**src/rtl/ex_mem_stage_if.sv**
```systemverilog
// Data-memory bus between the EX/MEM stage (master) and the memory controller (slave).
// Carries the request and address lines one way, and the hit and read data back.
interface ex_mem_stage_if #(
    parameter int unsigned WORD_W = 32
);
    logic              dmemREN;
    logic              dmemWEN;
    logic [WORD_W-1:0] dmemaddr;
    logic [WORD_W-1:0] dmemstore;
    logic              dhit;
    logic [WORD_W-1:0] dmemload;

    modport master (
        output dmemREN,
        output dmemWEN,
        output dmemaddr,
        output dmemstore,
        input  dhit,
        input  dmemload
    );

    modport slave (
        input  dmemREN,
        input  dmemWEN,
        input  dmemaddr,
        input  dmemstore,
        output dhit,
        output dmemload
    );
endinterface

```
**src/rtl/ex_mem_stage.sv**
```systemverilog
// EX/MEM pipeline register with a data-memory access controller.
// It holds one load or store on the dmem bus until dhit and stalls the pipeline meanwhile.
module ex_mem_stage #(
    parameter int unsigned WORD_W = 32,
    parameter int unsigned REG_W  = 5
) (
    input  logic              CLK,
    input  logic              nRST,
    input  logic              ihit,
    input  logic              flush,
    input  logic [WORD_W-1:0] instr_in,
    input  logic [WORD_W-1:0] npc_in,
    input  logic [WORD_W-1:0] alu_in,
    input  logic [WORD_W-1:0] store_in,
    input  logic              dREN_in,
    input  logic              dWEN_in,
    input  logic [REG_W-1:0]  regdst_in,
    input  logic              regwen_in,
    input  logic              memtoreg_in,
    input  logic              halt_in,
    ex_mem_stage_if.master    dbus,
    output logic [WORD_W-1:0] instr_out,
    output logic [WORD_W-1:0] npc_out,
    output logic [WORD_W-1:0] alu_out,
    output logic [WORD_W-1:0] dmemload_out,
    output logic [REG_W-1:0]  regdst_out,
    output logic              regwen_out,
    output logic              memtoreg_out,
    output logic              halt_out,
    output logic              mem_stall
);
    typedef enum logic [1:0] {StIdle, StReq, StDone} state_e;

    state_e            state_q, state_d;
    logic [WORD_W-1:0] instr_q, instr_d;
    logic [WORD_W-1:0] npc_q, npc_d;
    logic [WORD_W-1:0] alu_q, alu_d;
    logic [WORD_W-1:0] store_q, store_d;
    logic [WORD_W-1:0] load_q, load_d;
    logic [REG_W-1:0]  regdst_q, regdst_d;
    logic              dren_q, dren_d;
    logic              dwen_q, dwen_d;
    logic              regwen_q, regwen_d;
    logic              memtoreg_q, memtoreg_d;
    logic              halt_q, halt_d;
    logic              capture;

    assign mem_stall = (state_q == StReq);
    // A latched halt blocks every further capture until reset.
    assign capture   = ihit & ~mem_stall & ~halt_q;

    always_comb begin
        state_d    = state_q;
        instr_d    = instr_q;
        npc_d      = npc_q;
        alu_d      = alu_q;
        store_d    = store_q;
        load_d     = load_q;
        regdst_d   = regdst_q;
        dren_d     = dren_q;
        dwen_d     = dwen_q;
        regwen_d   = regwen_q;
        memtoreg_d = memtoreg_q;
        halt_d     = halt_q;

        if (state_q == StReq) begin
            if (dbus.dhit) begin
                if (dren_q && !dwen_q) begin
                    load_d = dbus.dmemload;
                end
                state_d = StDone;
            end
        end else if (capture) begin
            load_d = '0;
            if (flush) begin
                instr_d    = '0;
                npc_d      = '0;
                alu_d      = '0;
                store_d    = '0;
                regdst_d   = '0;
                dren_d     = 1'b0;
                dwen_d     = 1'b0;
                regwen_d   = 1'b0;
                memtoreg_d = 1'b0;
                halt_d     = 1'b0;
                state_d    = StIdle;
            end else begin
                instr_d    = instr_in;
                npc_d      = npc_in;
                alu_d      = alu_in;
                store_d    = store_in;
                regdst_d   = regdst_in;
                dren_d     = dREN_in;
                dwen_d     = dWEN_in;
                regwen_d   = regwen_in;
                memtoreg_d = memtoreg_in;
                halt_d     = halt_in;
                state_d    = (dREN_in || dWEN_in) ? StReq : StIdle;
            end
        end
    end

    always_ff @(posedge CLK or negedge nRST) begin
        if (!nRST) begin
            state_q    <= StIdle;
            instr_q    <= '0;
            npc_q      <= '0;
            alu_q      <= '0;
            store_q    <= '0;
            load_q     <= '0;
            regdst_q   <= '0;
            dren_q     <= 1'b0;
            dwen_q     <= 1'b0;
            regwen_q   <= 1'b0;
            memtoreg_q <= 1'b0;
            halt_q     <= 1'b0;
        end else begin
            state_q    <= state_d;
            instr_q    <= instr_d;
            npc_q      <= npc_d;
            alu_q      <= alu_d;
            store_q    <= store_d;
            load_q     <= load_d;
            regdst_q   <= regdst_d;
            dren_q     <= dren_d;
            dwen_q     <= dwen_d;
            regwen_q   <= regwen_d;
            memtoreg_q <= memtoreg_d;
            halt_q     <= halt_d;
        end
    end

    // When both load and store are latched, the write takes priority.
    assign dbus.dmemREN   = mem_stall & dren_q & ~dwen_q;
    assign dbus.dmemWEN   = mem_stall & dwen_q;
    assign dbus.dmemaddr  = alu_q;
    assign dbus.dmemstore = store_q;

    assign instr_out    = instr_q;
    assign npc_out      = npc_q;
    assign alu_out      = alu_q;
    assign dmemload_out = load_q;
    assign regdst_out   = regdst_q;
    assign regwen_out   = regwen_q;
    assign memtoreg_out = memtoreg_q;
    assign halt_out     = halt_q;
endmodule

```
**src/flat_wrapper.sv**
```systemverilog
// flat-port wrapper written by rule: the top's interface ports become plain ports
module ex_mem_stage_flat 
#(
    parameter int unsigned WORD_W = 32,
    parameter int unsigned REG_W  = 5
)
  (CLK, nRST, ihit, flush, instr_in, npc_in, alu_in, store_in, dREN_in, dWEN_in, regdst_in, regwen_in, memtoreg_in, halt_in, instr_out, npc_out, alu_out, dmemload_out, regdst_out, regwen_out, memtoreg_out, halt_out, mem_stall, dbus_dmemREN, dbus_dmemWEN, dbus_dmemaddr, dbus_dmemstore, dbus_dhit, dbus_dmemload);
  ex_mem_stage_if #(.WORD_W(WORD_W)) dbus_i ();
  input  logic CLK;
  input  logic nRST;
  input  logic ihit;
  input  logic flush;
  input  logic [WORD_W-1:0] instr_in;
  input  logic [WORD_W-1:0] npc_in;
  input  logic [WORD_W-1:0] alu_in;
  input  logic [WORD_W-1:0] store_in;
  input  logic dREN_in;
  input  logic dWEN_in;
  input  logic [REG_W-1:0] regdst_in;
  input  logic regwen_in;
  input  logic memtoreg_in;
  input  logic halt_in;
  output logic [WORD_W-1:0] instr_out;
  output logic [WORD_W-1:0] npc_out;
  output logic [WORD_W-1:0] alu_out;
  output logic [WORD_W-1:0] dmemload_out;
  output logic [REG_W-1:0] regdst_out;
  output logic regwen_out;
  output logic memtoreg_out;
  output logic halt_out;
  output logic mem_stall;
  output wire logic [$bits(dbus_i.dmemREN)-1:0] dbus_dmemREN;
  output wire logic [$bits(dbus_i.dmemWEN)-1:0] dbus_dmemWEN;
  output wire logic [$bits(dbus_i.dmemaddr)-1:0] dbus_dmemaddr;
  output wire logic [$bits(dbus_i.dmemstore)-1:0] dbus_dmemstore;
  input wire logic [$bits(dbus_i.dhit)-1:0] dbus_dhit;
  input wire logic [$bits(dbus_i.dmemload)-1:0] dbus_dmemload;
  assign dbus_dmemREN = dbus_i.dmemREN;
  assign dbus_dmemWEN = dbus_i.dmemWEN;
  assign dbus_dmemaddr = dbus_i.dmemaddr;
  assign dbus_dmemstore = dbus_i.dmemstore;
  assign dbus_i.dhit = dbus_dhit;
  assign dbus_i.dmemload = dbus_dmemload;
  ex_mem_stage #(.WORD_W(WORD_W), .REG_W(REG_W)) u_core (.CLK(CLK), .nRST(nRST), .ihit(ihit), .flush(flush), .instr_in(instr_in), .npc_in(npc_in), .alu_in(alu_in), .store_in(store_in), .dREN_in(dREN_in), .dWEN_in(dWEN_in), .regdst_in(regdst_in), .regwen_in(regwen_in), .memtoreg_in(memtoreg_in), .halt_in(halt_in), .dbus(dbus_i), .instr_out(instr_out), .npc_out(npc_out), .alu_out(alu_out), .dmemload_out(dmemload_out), .regdst_out(regdst_out), .regwen_out(regwen_out), .memtoreg_out(memtoreg_out), .halt_out(halt_out), .mem_stall(mem_stall));
endmodule
```
**config.mk**
```make
export PLATFORM = sky130hd
export DESIGN_NAME = ex_mem_stage_flat
export DESIGN_NICKNAME = d
export VERILOG_FILES = /design/src/rtl/ex_mem_stage_if.sv /design/src/rtl/ex_mem_stage.sv /design/src/flat_wrapper.sv
export SDC_FILE = /design/constraint.sdc
export NUM_CORES = 1
export LEC_CHECK = 0
export CAP_MARGIN = 20
export CORE_MARGIN = 3
export CORE_UTILIZATION = 36
export CTS_BUF_LIST = sky130_fd_sc_hd__clkbuf_16
export DETAILED_ROUTE_END_ITERATION = 16
export GPL_ROUTABILITY_DRIVEN = 1
export PLACE_DENSITY = 0.77
export SLEW_MARGIN = 20
export SYNTH_ARGS = -nofsm -noshare
export SYNTH_HDL_FRONTEND = slang
export SYNTH_SLANG_ARGS = --single-unit
```
**constraint.sdc**
```tcl
create_clock -name CLK -period 1.8 [get_ports CLK]
set_clock_uncertainty 0.2 [all_clocks]
set_input_delay 0.54 -clock CLK [delete_from_list [all_inputs] [get_ports CLK]]
set_output_delay 0.54 -clock CLK [all_outputs]
set_load 0.02 [all_outputs]
```
==> summary.txt, run 1 <==
====================================================================================================
DP HPWL ............................................................................... 17200 microns
Number of sinks on the clock net ......................................................          172
Total global routing overflow .........................................................            0
Post-layout nets ......................................................................         1323
Highest clock frequency the design can meet ...........................................      486 MHz
Vias/cell .............................................................................         5.25
Areal power density over the cells .................................................... 1570 nW/um^2
Clock latency on the worst-skew pair ..................................................      0.42 ns
Final setup violation count ...........................................................          144
Unrepaired setup endpoints after global routing .......................................         true
Clock-pin slew reported for the worst setup and hold paths after clock tree synthesis .      0.06 ns
Switching part of the total ...........................................................        42.9%
Net switching power ...................................................................      8290 uW
Mapped cell area ......................................................................   7370 sq um
Synthesized Nets ......................................................................          941
Filler cell count .....................................................................         1662
TritonCTS clock tree ..................................................................        built
Count of input and output buffers .....................................................          377
Area of combinational cells with multiple inputs ......................................   3000 sq um
Chip height ...........................................................................  149 microns
Horizontal die dimension ..............................................................  149 microns
Hold path startpoint .................................................................. u_core.dbus.dmemstore[9]
CTS H-tree depth ......................................................................            4
Syn. warnings .........................................................................            0
Global router's overall resource usage ................................................        23.7%
Final number of hold-violating endpoints ..............................................            0
Most common cell in the netlist ....................................................... sky130_fd_sc_hd__o21ai_0
Max FO, Critical Path .................................................................            3
Worst setup path start ................................................................ u_core.state_q[1]
Portion of the post-synthesis area used by sequential elements ........................        58.4%
Top-Level Pins ........................................................................          378
Combinational Power Share .............................................................        48.8%
Total of max-cap violations ...........................................................            0
Antenna Violating Nets Remaining ......................................................            0
Post-layout minimum cycle time ........................................................      2.06 ns
Detailed-router iteration count before antenna repair .................................            4
Number of buffers on the longest clock path ...........................................            2
Internal power ........................................................................     11000 uW
Area enclosed by the die boundary .....................................................  22200 sq um
Count of final max-slew check failures ................................................            0
Maximum number of pins on one net before global-route repair ..........................           71
Arrival time at the worst endpoint ....................................................      1.32 ns
Area share of the largest cell type after synthesis ...................................        58.4%
Seq cells post-synth ..................................................................          172
Static power due to leakage ...........................................................   0.00608 uW
Via count .............................................................................         7480
Endpoint class of the critical path ...................................................   output pin
Final worst slack .....................................................................    -0.256 ns
Core Util, Final ......................................................................        62.4%
Async set or reset register ratio after synthesis .....................................         100%
Normalized max-slew margin ............................................................        75.7%
Clock root buffer master .............................................................. sky130_fd_sc_hd__clkbuf_16
Area taken by flip-flops and latches ..................................................   4300 sq um
Worst vdd rail ir drop ................................................................   0.000828 V
Fraction of final layout cells with drive strength greater than 1 .....................        39.7%
Effective utilization at floorplan ....................................................        37.3%
Result of the run ..................................................................... complete, but fails checks
Number of antenna violations at the first check in global routing .....................            0
Cell type with the largest total area after synthesis ................................. sky130_fd_sc_hd__dfrtp_1
Ranking of synthesized cells by instance count ........................................ sky130_fd_sc_hd__o21ai_0, sky130_fd_sc_hd__dfrtp_1, sky130_fd_sc_hd__nand2_1, sky130_fd_sc_hd__clkbuf_1
Main area contributors after synthesis ................................................ sky130_fd_sc_hd__dfrtp_1, sky130_fd_sc_hd__o21ai_0, sky130_fd_sc_hd__nand2_1
Worst Tran Pin Value ..................................................................     0.360 ns
Number of flops mapped to enable cells by yosys .......................................            0
Kind of start point of the critical path ..............................................    flip-flop
Global-route wire length before repair ................................................ 41200 microns
CTS Buf Count .........................................................................           17
Synthesized instance count ............................................................          766
Residual DRC count ....................................................................            0
Wire length after detailed routing .................................................... 28100 microns
Avg Synthesized Cell Area .............................................................   9.62 sq um
Site Rows .............................................................................           51
Final period util .....................................................................         114%
Reg-to-Reg Start ...................................................................... u_core.state_q[0]
Area growth from synthesis to final layout ............................................        67.5%
Class of the tightest hold or removal check ...........................................      reg2reg
Total chip power ......................................................................     19300 uW
Critical path type ....................................................................      reg2out
Number of distinct library cell variants in the gate-level netlist after synthesis ....           21
Antenna diodes ........................................................................            0
Register share of total power .........................................................        33.0%
Number of global-route vias before repair .............................................         7351
Violated checks ....................................................................... setup timing
Crit path required time ...............................................................      1.06 ns
Most used DFF post-synth .............................................................. sky130_fd_sc_hd__dfrtp_1
Post-place setup slack ................................................................    -0.430 ns
Detail-routed net length per standard cell ............................................ 19.7 microns
Core outline area .....................................................................  19800 sq um
Final weighted congestion of routability-driven global placement ......................        0.834
Relative contribution of the clock network to total power .............................        18.2%
First-iteration detailed-routing DRC count ............................................          321
====================================================================================================
## power by group through the flow
stage          clock network (uW)  registers (uW)  logic [uW]
6_report                     3520            6380        9430
5_1_grt                      3760            6570       10000
4_1_cts                      3570            6350        8840
3_5_place_dp                    0            6460        9450
3_3_place_gp                    0            6420        9330
2_1_floorplan                   0            8340        2710
## critical path, cell delays in order (launching register included)
cell	delay, ns
sky130_fd_sc_hd__dfrtp_1	0.42
sky130_fd_sc_hd__and4bb_2	0.35
sky130_fd_sc_hd__buf_6	0.14
## area by class of cell
cell class	instances	share of cell area (%)
sequential	172	34.9
timing repair buffer	466	33.7
multi-input combinational	489	24.3
clock buffer	17	3.45
tap	265	2.69
clock inverter	14	0.983
inverter	2	0.0811
## through the flow
step                      instances  setup TNS [ns]  area [sq um]  hold WS (ns)
after CTS                      1414          -10.87         11900         0.299
after detailed placement       1346          -55.89         11400         0.190
after global placement         1346          -51.52         11400         0.193
after floorplan                 766               0          7390        0.0444
final                          1425          -12.56         12300         0.287
after global routing           1425          -22.16         12300         0.318
## cells by family after synthesis
family	after synthesis	share of synthesized area, %
multiplexers	1	0.136
AO/OA/AOI/OAI	310	22.8
AND/OR/NAND/NOR	176	10.3
buffers and inverters	107	8.34
flip-flops	172	58.4
## worst paths after layout
check / depth (start not counted) / slack [ns] / to
setup reg to reg: 8 / -0.16 / u_core.regdst_out[4]
min in group asynchronous: 2 / 0.32 / u_core.alu_out[29]
hold reg to reg: 2 / 0.29 / u_core.dbus.dmemstore[9]
hold / removal: 2 / 0.29 / u_core.dbus.dmemstore[9]
max in group asynchronous: 4 / 0.48 / u_core.dwen_q
setup / recovery: 2 / -0.26 / dbus_dmemREN
## layout by cell type (no fill, tap or decap)
cell	synthesis	routed
sky130_fd_sc_hd__a22o_1	1	1
sky130_fd_sc_hd__a31o_1	32	32
sky130_fd_sc_hd__a31o_2	1	1
sky130_fd_sc_hd__and2_4	0	1
sky130_fd_sc_hd__and3_1	32	26
sky130_fd_sc_hd__and3_4	0	6
sky130_fd_sc_hd__and4bb_2	1	1
sky130_fd_sc_hd__buf_12	0	23
sky130_fd_sc_hd__buf_16	0	12
sky130_fd_sc_hd__buf_2	2	200
sky130_fd_sc_hd__buf_4	32	30
sky130_fd_sc_hd__buf_6	12	16
sky130_fd_sc_hd__buf_8	0	6
sky130_fd_sc_hd__bufinv_16	0	1
sky130_fd_sc_hd__clkbuf_16	0	22
sky130_fd_sc_hd__clkdlybuf4s50_1	0	173
sky130_fd_sc_hd__clkinv_1	0	2
sky130_fd_sc_hd__clkinv_2	0	3
sky130_fd_sc_hd__clkinv_4	0	2
sky130_fd_sc_hd__clkinvlp_4	0	3
sky130_fd_sc_hd__dfrtp_1	172	172
sky130_fd_sc_hd__dlygate4sd3_1	0	1
sky130_fd_sc_hd__inv_1	2	1
sky130_fd_sc_hd__inv_4	0	1
sky130_fd_sc_hd__inv_6	0	2
sky130_fd_sc_hd__inv_8	0	1
sky130_fd_sc_hd__mux2i_1	1	1
sky130_fd_sc_hd__nand2_1	138	137
sky130_fd_sc_hd__nand2_4	0	1
sky130_fd_sc_hd__nand2b_4	0	1
sky130_fd_sc_hd__nor2_1	1	1
sky130_fd_sc_hd__nor2b_4	0	1
sky130_fd_sc_hd__o21ai_0	270	90
sky130_fd_sc_hd__o21ai_1	6	62
sky130_fd_sc_hd__o21ai_2	0	123
sky130_fd_sc_hd__o21ai_4	0	1
sky130_fd_sc_hd__or2_4	0	3
## sequential cells by signal, summed over array words and instances (netlist names), 2 cells and up
register / flops
u_core.alu_out: 32
u_core.dbus.dmemstore: 32
u_core.dmemload_out: 32
u_core.instr_out: 32
u_core.npc_out: 32
u_core.regdst_out: 5
u_core.state_q: 2
## metal layers
layer | wire length (microns) | track usage [%] | share of wire (%)
met5 | 0 | 0 | 0
met4 | 669 | 7.51 | 2.4
met3 | 2590 | 8.36 | 9.2
met2 | 14200 | 40.5 | 50
met1 | 10700 | 28.1 | 38
## repair_timing
| action | 4_1_cts | 5_1_grt |
|---|---|---|
| endpoints found under the hold margin | 35 | 0 |
| setup buffers | 18 | 14 |
| pin swaps | 52 | 84 |
| resized for setup | 994 | 205 |
| cloned | 19 | 6 |
| setup endpoints to repair | 366 | 173 |
| hold buffers | 1 | 0 |
No activity file was read; power rests on OpenSTA's default activity.
==> inputs of run 2 (changes only) <==
- CTS_CLUSTER_SIZE: default -> 28
- HOLD_SLACK_MARGIN: default -> 0.02
- SLEW_MARGIN: 20 -> default
==> results of run 2 <==
No change in the layout: final DEF, timing and power equal those of run 1.
==> inputs of run 3 (changes only) <==
- CAP_MARGIN: 20 -> default
==> results of run 3 <==
No change in the layout: final DEF, timing and power equal those of run 1.
